**src/rtl/cpu_types_pkg.sv**
```systemverilog
// Shared types for the cache/RAM arbitration path.
// Holds the RAM handshake states, arbiter FSM states and request classes.
package cpu_types_pkg;

    typedef logic [31:0] word_t;

    typedef enum logic [1:0] {FREE, BUSY, ACCESS, ERROR} ramstate_t;

    typedef enum logic {ARB, XFER} arb_state_t;

    typedef enum logic {INST, DATA} req_class_t;

    // Index width that stays legal for a single-entry range.
    function automatic int idx_w(input int n);
        return (n > 1) ? $clog2(n) : 1;
    endfunction

endpackage

```
**src/rtl/ram_arbiter_if.sv**
```systemverilog
// Per-core cache request/response bundle plus the shared RAM port.
// slave = arbiter view; master = cores and RAM driving the arbiter.
interface ram_arbiter_if import cpu_types_pkg::*; #(
    parameter int CPUS = 2
);
    logic  [CPUS-1:0] iREN;
    logic  [CPUS-1:0] dREN;
    logic  [CPUS-1:0] dWEN;
    logic  [CPUS-1:0] iwait;
    logic  [CPUS-1:0] dwait;
    word_t [CPUS-1:0] iaddr;
    word_t [CPUS-1:0] daddr;
    word_t [CPUS-1:0] dstore;
    word_t [CPUS-1:0] iload;
    word_t [CPUS-1:0] dload;
    logic             ramREN;
    logic             ramWEN;
    word_t            ramaddr;
    word_t            ramstore;
    word_t            ramload;
    ramstate_t        ramstate;

    modport slave (
        input  iREN, iaddr, dREN, dWEN, daddr, dstore, ramload, ramstate,
        output iwait, dwait, iload, dload, ramREN, ramWEN, ramaddr, ramstore
    );

    modport master (
        output iREN, iaddr, dREN, dWEN, daddr, dstore, ramload, ramstate,
        input  iwait, dwait, iload, dload, ramREN, ramWEN, ramaddr, ramstore
    );
endinterface

```
**src/rtl/ram_arbiter_rr_pick.sv**
```systemverilog
// Round-robin priority encoder: first set request at or after ptr, wrapping.
// Purely combinational; no handshake of its own.
module rr_pick import cpu_types_pkg::*; #(
    parameter  int N  = 2,
    localparam int IW = idx_w(N)
) (
    input  logic [N-1:0]  i_req,
    input  logic [IW-1:0] i_ptr,
    output logic          o_vld,
    output logic [IW-1:0] o_idx
);
    logic [IW:0] w_c;

    // Scan from the farthest candidate down so the nearest one to ptr wins.
    always_comb begin
        o_vld = 1'b0;
        o_idx = '0;
        w_c   = '0;
        for (int k = N - 1; k >= 0; k--) begin
            w_c = {1'b0, i_ptr} + (IW + 1)'(k);
            if (w_c >= (IW + 1)'(N)) begin
                w_c = w_c - (IW + 1)'(N);
            end
            if (i_req[w_c[IW-1:0]]) begin
                o_vld = 1'b1;
                o_idx = w_c[IW-1:0];
            end
        end
    end
endmodule

```
**src/rtl/ram_arbiter.sv**
```systemverilog
// Shares one RAM port among CPUS cores: data before fetch, round-robin per class.
// One ARB cycle per grant; cores wait on iwait/dwait until RAM reports ACCESS.
module ram_arbiter import cpu_types_pkg::*; #(
    parameter int CPUS        = 2,
    parameter int BLOCK_WORDS = 2
) (
    input  logic         CLK,
    input  logic         nRST,
    ram_arbiter_if.slave bus
);
    localparam int              PW        = idx_w(CPUS);
    localparam int              CW        = idx_w(BLOCK_WORDS);
    localparam logic [CW-1:0]   LAST_WORD = CW'(BLOCK_WORDS - 1);
    localparam logic [PW-1:0]   LAST_CPU  = PW'(CPUS - 1);

    arb_state_t      r_state, w_state_nx;
    req_class_t      r_class, w_class_nx;
    logic [PW-1:0]   r_owner, w_owner_nx;
    logic [PW-1:0]   r_dptr,  w_dptr_nx;
    logic [PW-1:0]   r_iptr,  w_iptr_nx;
    logic [CW-1:0]   r_cnt,   w_cnt_nx;
    logic [CPUS-1:0] w_dreq;
    logic            w_dvld, w_ivld;
    logic [PW-1:0]   w_didx, w_iidx, w_owner_inc;

    assign w_dreq      = bus.dREN | bus.dWEN;
    assign w_owner_inc = (r_owner == LAST_CPU) ? '0 : r_owner + PW'(1);

    rr_pick #(.N(CPUS)) u_dpick (
        .i_req (w_dreq),
        .i_ptr (r_dptr),
        .o_vld (w_dvld),
        .o_idx (w_didx)
    );

    rr_pick #(.N(CPUS)) u_ipick (
        .i_req (bus.iREN),
        .i_ptr (r_iptr),
        .o_vld (w_ivld),
        .o_idx (w_iidx)
    );

    always_ff @(posedge CLK or negedge nRST) begin
        if (!nRST) begin
            r_state <= ARB;
            r_class <= INST;
            r_owner <= '0;
            r_dptr  <= '0;
            r_iptr  <= '0;
            r_cnt   <= '0;
        end else begin
            r_state <= w_state_nx;
            r_class <= w_class_nx;
            r_owner <= w_owner_nx;
            r_dptr  <= w_dptr_nx;
            r_iptr  <= w_iptr_nx;
            r_cnt   <= w_cnt_nx;
        end
    end

    always_comb begin
        w_state_nx   = r_state;
        w_class_nx   = r_class;
        w_owner_nx   = r_owner;
        w_dptr_nx    = r_dptr;
        w_iptr_nx    = r_iptr;
        w_cnt_nx     = r_cnt;
        bus.iwait    = '1;
        bus.dwait    = '1;
        bus.iload    = '0;
        bus.dload    = '0;
        bus.ramREN   = 1'b0;
        bus.ramWEN   = 1'b0;
        bus.ramaddr  = '0;
        bus.ramstore = '0;
        case (r_state)
            ARB: begin
                if (w_dvld) begin
                    w_owner_nx = w_didx;
                    w_class_nx = DATA;
                    w_state_nx = XFER;
                end else if (w_ivld) begin
                    w_owner_nx = w_iidx;
                    w_class_nx = INST;
                    w_state_nx = XFER;
                end
            end
            XFER: begin
                if (r_class == DATA) begin
                    // Live owner signals let the cache walk addresses within the block.
                    bus.ramWEN   = bus.dWEN[r_owner];
                    bus.ramREN   = ~bus.dWEN[r_owner];
                    bus.ramaddr  = bus.daddr[r_owner];
                    bus.ramstore = bus.dstore[r_owner];
                    if (bus.ramstate == ACCESS) begin
                        bus.dwait[r_owner] = 1'b0;
                        bus.dload[r_owner] = bus.ramload;
                        if (r_cnt == LAST_WORD) begin
                            w_cnt_nx   = '0;
                            w_dptr_nx  = w_owner_inc;
                            w_state_nx = ARB;
                        end else begin
                            w_cnt_nx = r_cnt + CW'(1);
                        end
                    end else if (!w_dreq[r_owner]) begin
                        w_cnt_nx   = '0;
                        w_state_nx = ARB;
                    end
                end else begin
                    bus.ramREN  = 1'b1;
                    bus.ramaddr = bus.iaddr[r_owner];
                    if (bus.ramstate == ACCESS) begin
                        bus.iwait[r_owner] = 1'b0;
                        bus.iload[r_owner] = bus.ramload;
                        w_iptr_nx  = w_owner_inc;
                        w_state_nx = ARB;
                    end else if (!bus.iREN[r_owner]) begin
                        w_cnt_nx   = '0;
                        w_state_nx = ARB;
                    end
                end
            end
            default: w_state_nx = ARB;
        endcase
    end
endmodule

```
**src/flat_wrapper.sv**
```systemverilog
// flat-port wrapper written by rule: the top's interface ports become plain ports
module ram_arbiter_flat import cpu_types_pkg::*;
#(
    parameter int CPUS        = 2,
    parameter int BLOCK_WORDS = 2
)
  (CLK, nRST, bus_iREN, bus_iaddr, bus_dREN, bus_dWEN, bus_daddr, bus_dstore, bus_ramload, bus_ramstate, bus_iwait, bus_dwait, bus_iload, bus_dload, bus_ramREN, bus_ramWEN, bus_ramaddr, bus_ramstore);
  ram_arbiter_if #(.CPUS(CPUS)) bus_i ();
  input  logic CLK;
  input  logic nRST;
  input wire logic [$bits(bus_i.iREN)-1:0] bus_iREN;
  input wire logic [$bits(bus_i.iaddr)-1:0] bus_iaddr;
  input wire logic [$bits(bus_i.dREN)-1:0] bus_dREN;
  input wire logic [$bits(bus_i.dWEN)-1:0] bus_dWEN;
  input wire logic [$bits(bus_i.daddr)-1:0] bus_daddr;
  input wire logic [$bits(bus_i.dstore)-1:0] bus_dstore;
  input wire logic [$bits(bus_i.ramload)-1:0] bus_ramload;
  input wire logic [$bits(bus_i.ramstate)-1:0] bus_ramstate;
  output wire logic [$bits(bus_i.iwait)-1:0] bus_iwait;
  output wire logic [$bits(bus_i.dwait)-1:0] bus_dwait;
  output wire logic [$bits(bus_i.iload)-1:0] bus_iload;
  output wire logic [$bits(bus_i.dload)-1:0] bus_dload;
  output wire logic [$bits(bus_i.ramREN)-1:0] bus_ramREN;
  output wire logic [$bits(bus_i.ramWEN)-1:0] bus_ramWEN;
  output wire logic [$bits(bus_i.ramaddr)-1:0] bus_ramaddr;
  output wire logic [$bits(bus_i.ramstore)-1:0] bus_ramstore;
  assign bus_i.iREN = bus_iREN;
  assign bus_i.iaddr = bus_iaddr;
  assign bus_i.dREN = bus_dREN;
  assign bus_i.dWEN = bus_dWEN;
  assign bus_i.daddr = bus_daddr;
  assign bus_i.dstore = bus_dstore;
  assign bus_i.ramload = bus_ramload;
  assign bus_i.ramstate = bus_ramstate;
  assign bus_iwait = bus_i.iwait;
  assign bus_dwait = bus_i.dwait;
  assign bus_iload = bus_i.iload;
  assign bus_dload = bus_i.dload;
  assign bus_ramREN = bus_i.ramREN;
  assign bus_ramWEN = bus_i.ramWEN;
  assign bus_ramaddr = bus_i.ramaddr;
  assign bus_ramstore = bus_i.ramstore;
  ram_arbiter #(.CPUS(CPUS), .BLOCK_WORDS(BLOCK_WORDS)) u_core (.CLK(CLK), .nRST(nRST), .bus(bus_i));
endmodule
```
**config.mk**
```make
export PLATFORM = sky130hd
export DESIGN_NAME = ram_arbiter_flat
export DESIGN_NICKNAME = d
export VERILOG_FILES = /design/src/rtl/cpu_types_pkg.sv /design/src/rtl/ram_arbiter_if.sv /design/src/rtl/ram_arbiter_rr_pick.sv /design/src/rtl/ram_arbiter.sv /design/src/flat_wrapper.sv
export SDC_FILE = /design/constraint.sdc
export NUM_CORES = 1
export LEC_CHECK = 0
export ABC_CLOCK_PERIOD_IN_PS = 3500
export CAP_MARGIN = 30
export CORE_AREA = 8 8 163 165
export CTS_CLUSTER_DIAMETER = 80
export CTS_CLUSTER_SIZE = 25
export DETAILED_ROUTE_END_ITERATION = 16
export DIE_AREA = 0 0 171 173
export MAX_ROUTING_LAYER = met4
export PLACE_DENSITY = 0.45
export SYNTH_ARGS = -nofsm -noshare
export SYNTH_HDL_FRONTEND = slang
export SYNTH_SLANG_ARGS = --single-unit
```
**constraint.sdc**
```tcl
create_clock -name CLK -period 3.5 [get_ports CLK]
set_input_delay 0.7 -clock CLK [delete_from_list [all_inputs] [get_ports CLK]]
set_output_delay 0.7 -clock CLK [all_outputs]
set_load 0.05 [all_outputs]
```
# --- Yosys cells after proc, flatten, opt, wreduce, memory -nomap -nowiden ---
# Index checks and enable logic that the tools add are counted.
word_totals:
  ff_bits: 6
  input_bits: 234
  output_inout_bits: 198
  word_cells: 114
op_classes:
  eq_ne: 4
  add_sub_neg: 8
  reduce_logical: 6
  n_bitwise: 6
  muxes: 74
  order_cmp: 10
op_table:
  columns: ["cell", "count"]
  rows:
  - ["$mux W32", 11]
  - ["$mux W64", 5]
  - ["$and A64 B64 Y64", 1]
  - ["$mux W1", 50]
  - ["$demux W32 S1", 1]
  - ["$lt A1 B2 Y1 const B", 5]
  - ["$mux W2", 5]
  - ["$reduce_and A4 Y1", 2]
  - ["$add A1 B1 Y2 const B", 2]
  - ["$ge A1 B2 Y1 const B", 2]
  - ["$ge A2 B2 Y1 const B", 2]
  - ["$ne A2 B1 Y1 const B", 2]
  - ["$sub A1 B1 Y1 const B", 4]
  - ["$ne A3 B3 Y1 const B", 1]
  - ["$not A1 Y1", 3]
  - ["$reduce_and A3 Y1", 1]
  - ["$add A1 B1 Y1 const B", 2]
  - ["$eq A2 B2 Y1 const B", 1]
  - ["$not A2 Y2", 1]
  - ["$or A2 B2 Y2", 1]
  - ["$pmux W1 S2", 1]
  - ["$reduce_and A2 Y1", 1]
  - ["$reduce_bool A2 Y1", 1]
  - ["$demux W1 S1", 1]
  - ["2 further kinds", 2]

# --- Logic depth before layout (Yosys ltp) ---
# Gate-level depths: netlist of run 1.
logic_depth:
  depth_word: 10
  depth_mapped: 6
  ltp_nobuf: 4

# --- Hierarchy ---
# A second synthesis of run 1 with hierarchy kept.
unflattened:
  cells_unflattened: 317
  area_unflattened_um2: 2806.4
modules_own_cells:
  columns: ["module", "area_per_inst_um2", "instances", "cells_per_inst", "seq_area_each_um2"]
  rows:
  - ["ram_arbiter", 2771.4, 1, 311, 150.1]
  - ["rr_pick", 17.5, 2, 3, 0.0]

# --- Worst setup path after synthesis of run 1 ---
# OpenSTA, ideal clock, no wires.
synth_path:
  path_type: "input-to-output"
  from: "input bus_ramstate[0]"
  to: "output bus_iload[36]"
  arrival_time_ns: 1.868
  t_required_ns: 2.800
  path_slack_ns: 0.932
  path_buffers: 1
  path_stages: 4
  cell_sequence: "nand2b_1 -> nor3_2 -> clkbuf_1 -> and2_1"
synth_between:
  elab_chain_cells: 4
synth_rtl:
  columns: ["element", "line", "rtl"]
  rows:
  - ["start, declared", "flat_wrapper.sv:18", "input wire logic [$bits(bus_i.ramstate)-1:0] bus_ramstate;"]
  - ["$eq A2 B2 Y1", "ram_arbiter.sv:112", "if (bus.ramstate == ACCESS) begin"]
  - ["$mux W64", "ram_arbiter.sv:112", null]
  - ["$mux W64", "ram_arbiter.sv:89", "if (r_class == DATA) begin"]
  - ["$mux W64", "ram_arbiter.sv:76", "case (r_state)"]
  - ["end, declared", "flat_wrapper.sv:21", "output wire logic [$bits(bus_i.iload)-1:0] bus_iload;"]
# Every way passes these cells.

# --- Worst setup path after layout of run 1 ---
layout_path:
  from: "register u_core.r_owner"
  to: "output bus_ramaddr[10]"
layout_between:
  elab_chain_cells: 4
  elab_cells_between_ends: 6
  classes_between: "6 x mux"
layout_rtl:
  columns: ["element", "line", "rtl"]
  rows:
  - ["start, declared", "ram_arbiter.sv:18", "logic [PW-1:0] r_owner, w_owner_nx;"]
  - ["start signal, assigned", "ram_arbiter.sv:54", "r_owner <= w_owner_nx;"]
  - ["$mux W32, on equally long branches (2 in series)", "ram_arbiter.sv:111, ram_arbiter.sv:93", null]
  - ["$mux W32 (*)", "ram_arbiter.sv:89", null]
  - ["$mux W32 (*)", "ram_arbiter.sv:76", null]
  - ["end, declared", "flat_wrapper.sv:25", "output wire logic [$bits(bus_i.ramaddr)-1:0] bus_ramaddr;"]
# Every way passes the cells marked *; elsewhere a longest branch is shown, timed or not. The select of a mux whose other input is x is not followed.

==> flow_metrics.env, run 1 <==
export IMPL_ctsResizeCount=0
export IMPL_gp_congestion=0.828
export IMPL_tightest_slew_ps=699
export IMPL_port_buffers=431
export IMPL_wl_per_cell_um=20.6
export IMPL_syn_area_per_cell_um2=8.28
export IMPL_rsz0062_at_grt="no"
export IMPL_min_period_over_period=0.925
export IMPL_grt_overflow_total=0
export IMPL_hold_class="reg2reg"
export IMPL_die_w_um=171
export IMPL_crit_end="bus_ramaddr[10]"
export IMPL_power_per_cell_area_nw_per_um2=587
export IMPL_yosysMostFrequentCell="and2_1"
export IMPL_reg2reg_depth=4
export IMPL_yosys_area_top_type="and2_1"
export IMPL_cts_setup_buffers=0
export IMPL_drc=0
export IMPL_drive_gt1_frac=0.298
export IMPL_pin_count=432
export IMPL_yosysTopAreaCellShare=0.354
export IMPL_cts_root_buf="clkbuf_16"
export IMPL_cts_sinks=6
export IMPL_dpl_cell_area_um2=9090
export IMPL_vias=4127
export IMPL_fp_dieH_um=173
export IMPL_critPathLaunch="u_core.r_owner"
export IMPL_dp_hpwl_mm=19.5
export IMPL_grt_pass1_wl_mm=31.5
export IMPL_syn_inst=343
export IMPL_r2r_setup_slack_ps=1460
export IMPL_seq_area_frac_synth=0.0528
export IMPL_crit_reg2reg_launch="u_core.r_owner"
export IMPL_area_growth_pct=223
export IMPL_worstPathRequired_ps=2800
export IMPL_clk_pin_slew_ps=30
export IMPL_h_tree_depth=1
export IMPL_critPathLaunchType="flip-flop"
export IMPL_crit_chain="buf_4 -> mux4_2 -> and2_1 -> clkdlybuf4s50_1"
export IMPL_synth_ff_type="dfrtp_1"
export IMPL_initial_core_util=0.119
export IMPL_fmax_ghz=0.309
export IMPL_row_count=57
export IMPL_layout_cells_non_filler=1084
export IMPL_slew_headroom=0.530
export IMPL_finalSetupViolations=0
export IMPL_drv_cap=0
export IMPL_drt_wl_total_mm=22.3
export IMPL_insertion_delay_ps=230
export IMPL_fp_dieArea_um2=29600
export IMPL_hold_violations=0
export IMPL_path_max_fanout=20
export IMPL_final_antenna_net_count=0
export IMPL_cts_hold_fix_buffers=0
export IMPL_drt_iter0_drc=170
export IMPL_firstDrtPassIters=4
export IMPL_ys_seq_elements=6
export IMPL_synth_common_cells="161 x and2_1, 37 x nor2_1, 35 x mux2i_1"
export IMPL_n_fill_cell=2373
export IMPL_synth_edff_count=0
export IMPL_yosysWarnings=0
export IMPL_antenna_found_initial=2
export IMPL_p_leak_nw=3.70
export IMPL_grt_pass1_vias=4388
export IMPL_dpl_cell_count=1079
export IMPL_vias_per_cell=3.81
export IMPL_syn_area_um2=2840
export IMPL_ir_drop_uv=324
export IMPL_cts_buffer_depth=2
export IMPL_arrival_ps=2540
export IMPL_max_stage_delay_ps=710
export IMPL_fin_worst_skew_ps=0.451
export IMPL_nNetsFinal=994
export IMPL_status="finished clean"
export IMPL_end_kind="primary output"
export IMPL_numCtsBuffers=3
export IMPL_reg2reg_to="u_core.r_cnt"
export IMPL_crit_slowest_cell="clkdlybuf4s50_1"
export IMPL_core_area_um2=24000
export IMPL_grt_max_degree=38
export IMPL_track_usage=0.147
export IMPL_synth_distinct_cells=36
export IMPL_min_period_ps=3240
export IMPL_fin_area_um2=9180
export IMPL_syn_nets=577
export IMPL_async_flop_share=1.00
export IMPL_maxSlewViolCount=0
export IMPL_cts_tree="built"
export IMPL_synth_area_leaders="and2_1 35%, mux4_2 25%, mux2i_1 12%, dfrtp_1 5.3%, nor2_1 4.9%"
export IMPL_critPathKind="reg2out"
export IMPL_timing_setup_tns_ps=0
==> per-stage QoR <==
step / setup slack (ps) / hold WS (ps) / total power, mW / utilization
2_1_floorplan: 932 / 404 / 3.12 / -
3_3_place_gp: 297 / 504 / 5.28 / 0.380
3_5_place_dp: 303 / 515 / 5.28 / 0.380
4_1_cts: 216 / 527 / 5.47 / 0.383
5_1_grt: 121 / 571 / 5.64 / 0.383
6_report: 263 / 519 / 5.39 / 0.383
==> power breakdown <==
group / switching [mW] / internal (mW)
logic: 2.78 / 2.21
clock network: 0.0372 / 0.147
registers: 0.107 / 0.106
total: 2.93 / 2.46
==> layout by cell type, fill, tap and decap left out, types with 2 or more instances in the layout <==
cell / count
nor4_1: 2
nor2_1: 37
o21ai_0: 3
nand3_1: 2
diode_2: 2
nor3_4: 2
clkdlybuf4s50_1: 261
nand2b_1: 2
inv_1: 7
buf_12: 165
and2_1: 161
nand2_1: 5
buf_4: 18
mux4_2: 31
mux2i_1: 35
a21oi_1: 2
clkbuf_16: 3
dfrtp_1: 4
==> sequential cells by signal, summed over array words and instances, names as in the netlist <==
register,cells
u_core.r_state,1
u_core.r_dptr,1
u_core.r_cnt,1
u_core.r_class,1
u_core.r_owner,1
u_core.r_iptr,1
==> critical path, delay by kind of cell, from the launching register on <==
family	cells	cell delay (ps)
buffers and inverters	2	980
and+or+nand+nor	1	170
DFF	1	640
muxes	1	500
==> routing by layer <==
metal | vias up | wire, µm | track usage
li1 | 2002 | - | -
met1 | 1897 | 7620 | 0.144
met2 | 218 | 11900 | 0.270
met3 | 10 | 2500 | 0.0608
met4 | 0 | 290 | 0.0214
met5 | - | 0 | -
==> final cells by class <==
cell class | instances | area (µm²) | share of cell area
Tap cell | 324 | 405 | 0.0442
Multi-Input combinational cell | 298 | 2460 | 0.268
Antenna cell | 2 | 5.00 | 0.000545
Sequential cell | 6 | 155 | 0.0169
Inverter | 7 | 26.3 | 0.00286
Timing Repair Buffer | 444 | 6050 | 0.659
Clock buffer | 3 | 75.1 | 0.00818
==> logic make-up (layout without fill, tap and decap cells) <==
kind of cell           Yosys count  in the layout  share of synthesized area
AND/OR/NAND/NOR                218            218                      0.450
AO/OA/AOI/OAI                   13             13                     0.0343
multiplexers                    67             67                      0.378
other                            0              2                          0
flip-flops                       6              6                     0.0528
buffers and inverters           39            454                     0.0845
==> worst min-delay path by stage <==
stage                   from             end  depth (start not counted)
2_1_floorplan           nRST  u_core.r_class                          0
3_3_place_gp   u_core.r_iptr   u_core.r_iptr                          2
3_5_place_dp   u_core.r_iptr   u_core.r_iptr                          2
4_1_cts        u_core.r_dptr   u_core.r_dptr                          2
5_1_grt        u_core.r_dptr   u_core.r_dptr                          2
6_report       u_core.r_iptr   u_core.r_iptr                          2
(Power assumes the default switching activity.)
==> run 2, diff against run 1 <==
--- a/config.mk
+++ b/config.mk
@@ -5,8 +5,7 @@
 export SDC_FILE = /design/constraint.sdc
 export NUM_CORES = 1
 export LEC_CHECK = 0
-export ABC_CLOCK_PERIOD_IN_PS = 3500
-export CAP_MARGIN = 30
+export ABC_CLOCK_PERIOD_IN_PS = 4000
 export CORE_AREA = 8 8 163 165
 export CTS_CLUSTER_DIAMETER = 80
 export CTS_CLUSTER_SIZE = 25
@@ -14,6 +13,7 @@
 export DIE_AREA = 0 0 171 173
 export MAX_ROUTING_LAYER = met4
 export PLACE_DENSITY = 0.45
+export SLEW_MARGIN = 10
 export SYNTH_ARGS = -nofsm -noshare
 export SYNTH_HDL_FRONTEND = slang
 export SYNTH_SLANG_ARGS = --single-unit
==> constraint.sdc (replaced) <==
create_clock -name CLK -period 4 [get_ports CLK]
set_input_delay 0.8 -clock CLK [delete_from_list [all_inputs] [get_ports CLK]]
set_output_delay 0.8 -clock CLK [all_outputs]
set_load 0.05 [all_outputs]
==> run 2 against run 1 <==
Non-clock buffer count fell by 5. First-iteration DRC count fell by 2.4%. Sequential power fell by 7%. Die area did not move. Setup slack improved by 310 ps. Sequential share of layout area barely moved. Critical endpoint is now bus_ramaddr[21]. Largest cell class unchanged. Highest routed layer unchanged.
==> flow_metrics.env, run 2 (synthesized netlist as in run 1, its figures left out) <==
export IMPL_p_leak_nw=3.67
export IMPL_final_antenna_net_count=0
export IMPL_dpl_cell_count=1074
export IMPL_finalHoldWorstSlack_ps=514
export IMPL_critPathKind="reg2out"
export IMPL_fp_dieH_um=173
export IMPL_grt_max_degree=51
export IMPL_nNetsFinal=989
export IMPL_reg2reg_to="u_core.r_state"
export IMPL_pin_count=432
export IMPL_min_period_ps=3430
export IMPL_port_buffers=431
export IMPL_hold_violations=0
export IMPL_finalSetupViolations=0
export IMPL_status="finished clean"
export IMPL_area_growth_pct=222
export IMPL_initial_core_util=0.119
export IMPL_maxSlewViolCount=0
export IMPL_cts_buffer_depth=2
export IMPL_slew_headroom=0.305
export IMPL_final_cell_mix="267 x clkdlybuf4s50_1, 164 x buf_12, 161 x and2_1"
export IMPL_regArea_um2=155
export IMPL_multi_input_area_um2=2460
export IMPL_hold_start="u_core.r_iptr"
export IMPL_cts_hold_fix_buffers=0
export IMPL_cts_sinks=6
export IMPL_core_area_um2=24000
export IMPL_r2r_setup_slack_ps=2110
export IMPL_cts_root_buf="clkbuf_16"
export IMPL_cts_setup_buffers=0
export IMPL_drt_iter0_drc=166
export IMPL_vias=4085
export IMPL_fp_dieArea_um2=29600
export IMPL_hold_depth=2
export IMPL_min_period_over_period=0.857
export IMPL_dp_hpwl_mm=19.2
export IMPL_gp_congestion=0.796
export IMPL_layout_cells_non_filler=1080
export IMPL_critPathLaunchType="flip-flop"
export IMPL_path_max_fanout=42
export IMPL_rsz0062_at_grt="no"
export IMPL_power_per_cell_area_nw_per_um2=516
export IMPL_tightest_slew_ps=1040
export IMPL_crit_reg2reg_launch="u_core.r_class"
export IMPL_timing_setup_tns_ps=0
export IMPL_wl_per_cell_um=20.7
export IMPL_min_to="u_core.r_iptr"
export IMPL_fmax_ghz=0.292
export IMPL_end_kind="primary output"
export IMPL_clk_pin_slew_ps=30
export IMPL_n_fill_cell=2370
export IMPL_row_count=57
export IMPL_arrival_ps=2630
export IMPL_numCtsBuffers=3
export IMPL_insertion_delay_ps=230
export IMPL_final_common_cell="clkdlybuf4s50_1"
export IMPL_finalPower_mw=4.72
export IMPL_worstPathRequired_ps=3200
export IMPL_firstDrtPassIters=4
export IMPL_vias_per_cell=3.78
export IMPL_ctsResizeCount=0
export IMPL_reg2reg_depth=3
export IMPL_hold_class="reg2reg"
export IMPL_drt_wl_total_mm=22.4
export IMPL_dpl_cell_area_um2=9060
export IMPL_fin_area_um2=9140
export IMPL_track_usage=0.146
export IMPL_drc=0
export IMPL_drv_cap=0
export IMPL_die_w_um=171
export IMPL_h_tree_depth=1
export IMPL_fin_worst_skew_ps=2.17
export IMPL_grt_pass1_wl_mm=31.6
export IMPL_antenna_found_initial=2
export IMPL_grt_pass1_vias=4529
export IMPL_grt_overflow_total=0
export IMPL_ir_drop_uv=291
export IMPL_drive_gt1_frac=0.285
export IMPL_cts_tree="built"
==> run 2: through the flow <==
stage	setup WS [ps]	utilization
final	573	0.382
after global routing	486	0.382
after CTS	521	0.381
after detailed placement	599	0.378
after global placement	568	0.378
after floorplan	1230	-
==> run 2: worst max-delay path, cell delays in order (launching register included) <==
cell             delay (ps)
dfrtp_2                1040
mux4_2                  360
and2_1                  120
clkdlybuf4s50_1         850
==> run 2: layer usage <==
metal  vias to the layer above  global-route usage  wire length [µm]
met5                         -                   -                 0
met4                         0              0.0290               401
met3                        16              0.0638              2610
met2                       211               0.267             11700
met1                      1867               0.141              7600
li1                       1991                   -                 -
==> run 2: how the worst max path moves through the flow <==
stage,start,endpoint,slack (ps),cells after the start
after floorplan,bus_ramstate[0],bus_iload[36],1230,4
after global placement,bus_dWEN[0],bus_ramREN,570,5
after detailed placement,bus_daddr[16],bus_ramaddr[16],600,4
after CTS,u_core.r_class,bus_dwait[0],520,4
after global routing,u_core.r_class,bus_dwait[0],490,4
final,u_core.r_class,bus_ramaddr[21],570,3
==> run 2: where the power goes <==
| part | leakage [nW] | switching (mW) | total (mW) | internal, mW |
|---|---|---|---|---|
| logic | 3.56 | 2.43 | 4.35 | 1.92 |
| clock network | 0.0382 | 0.0345 | 0.167 | 0.132 |
| registers | 0.0685 | 0.106 | 0.197 | 0.0913 |
| total | 3.67 | 2.57 | 4.72 | 2.15 |
==> run 2: layout make-up <==
type / count / share of cell area
tap: 324 / 0.0443
inverter: 7 / 0.00287
sequential: 6 / 0.0170
antenna: 2 / 0.000547
clock buffer: 4 / 0.00862
multi-input combinational: 298 / 0.269
timing repair buffer: 439 / 0.658
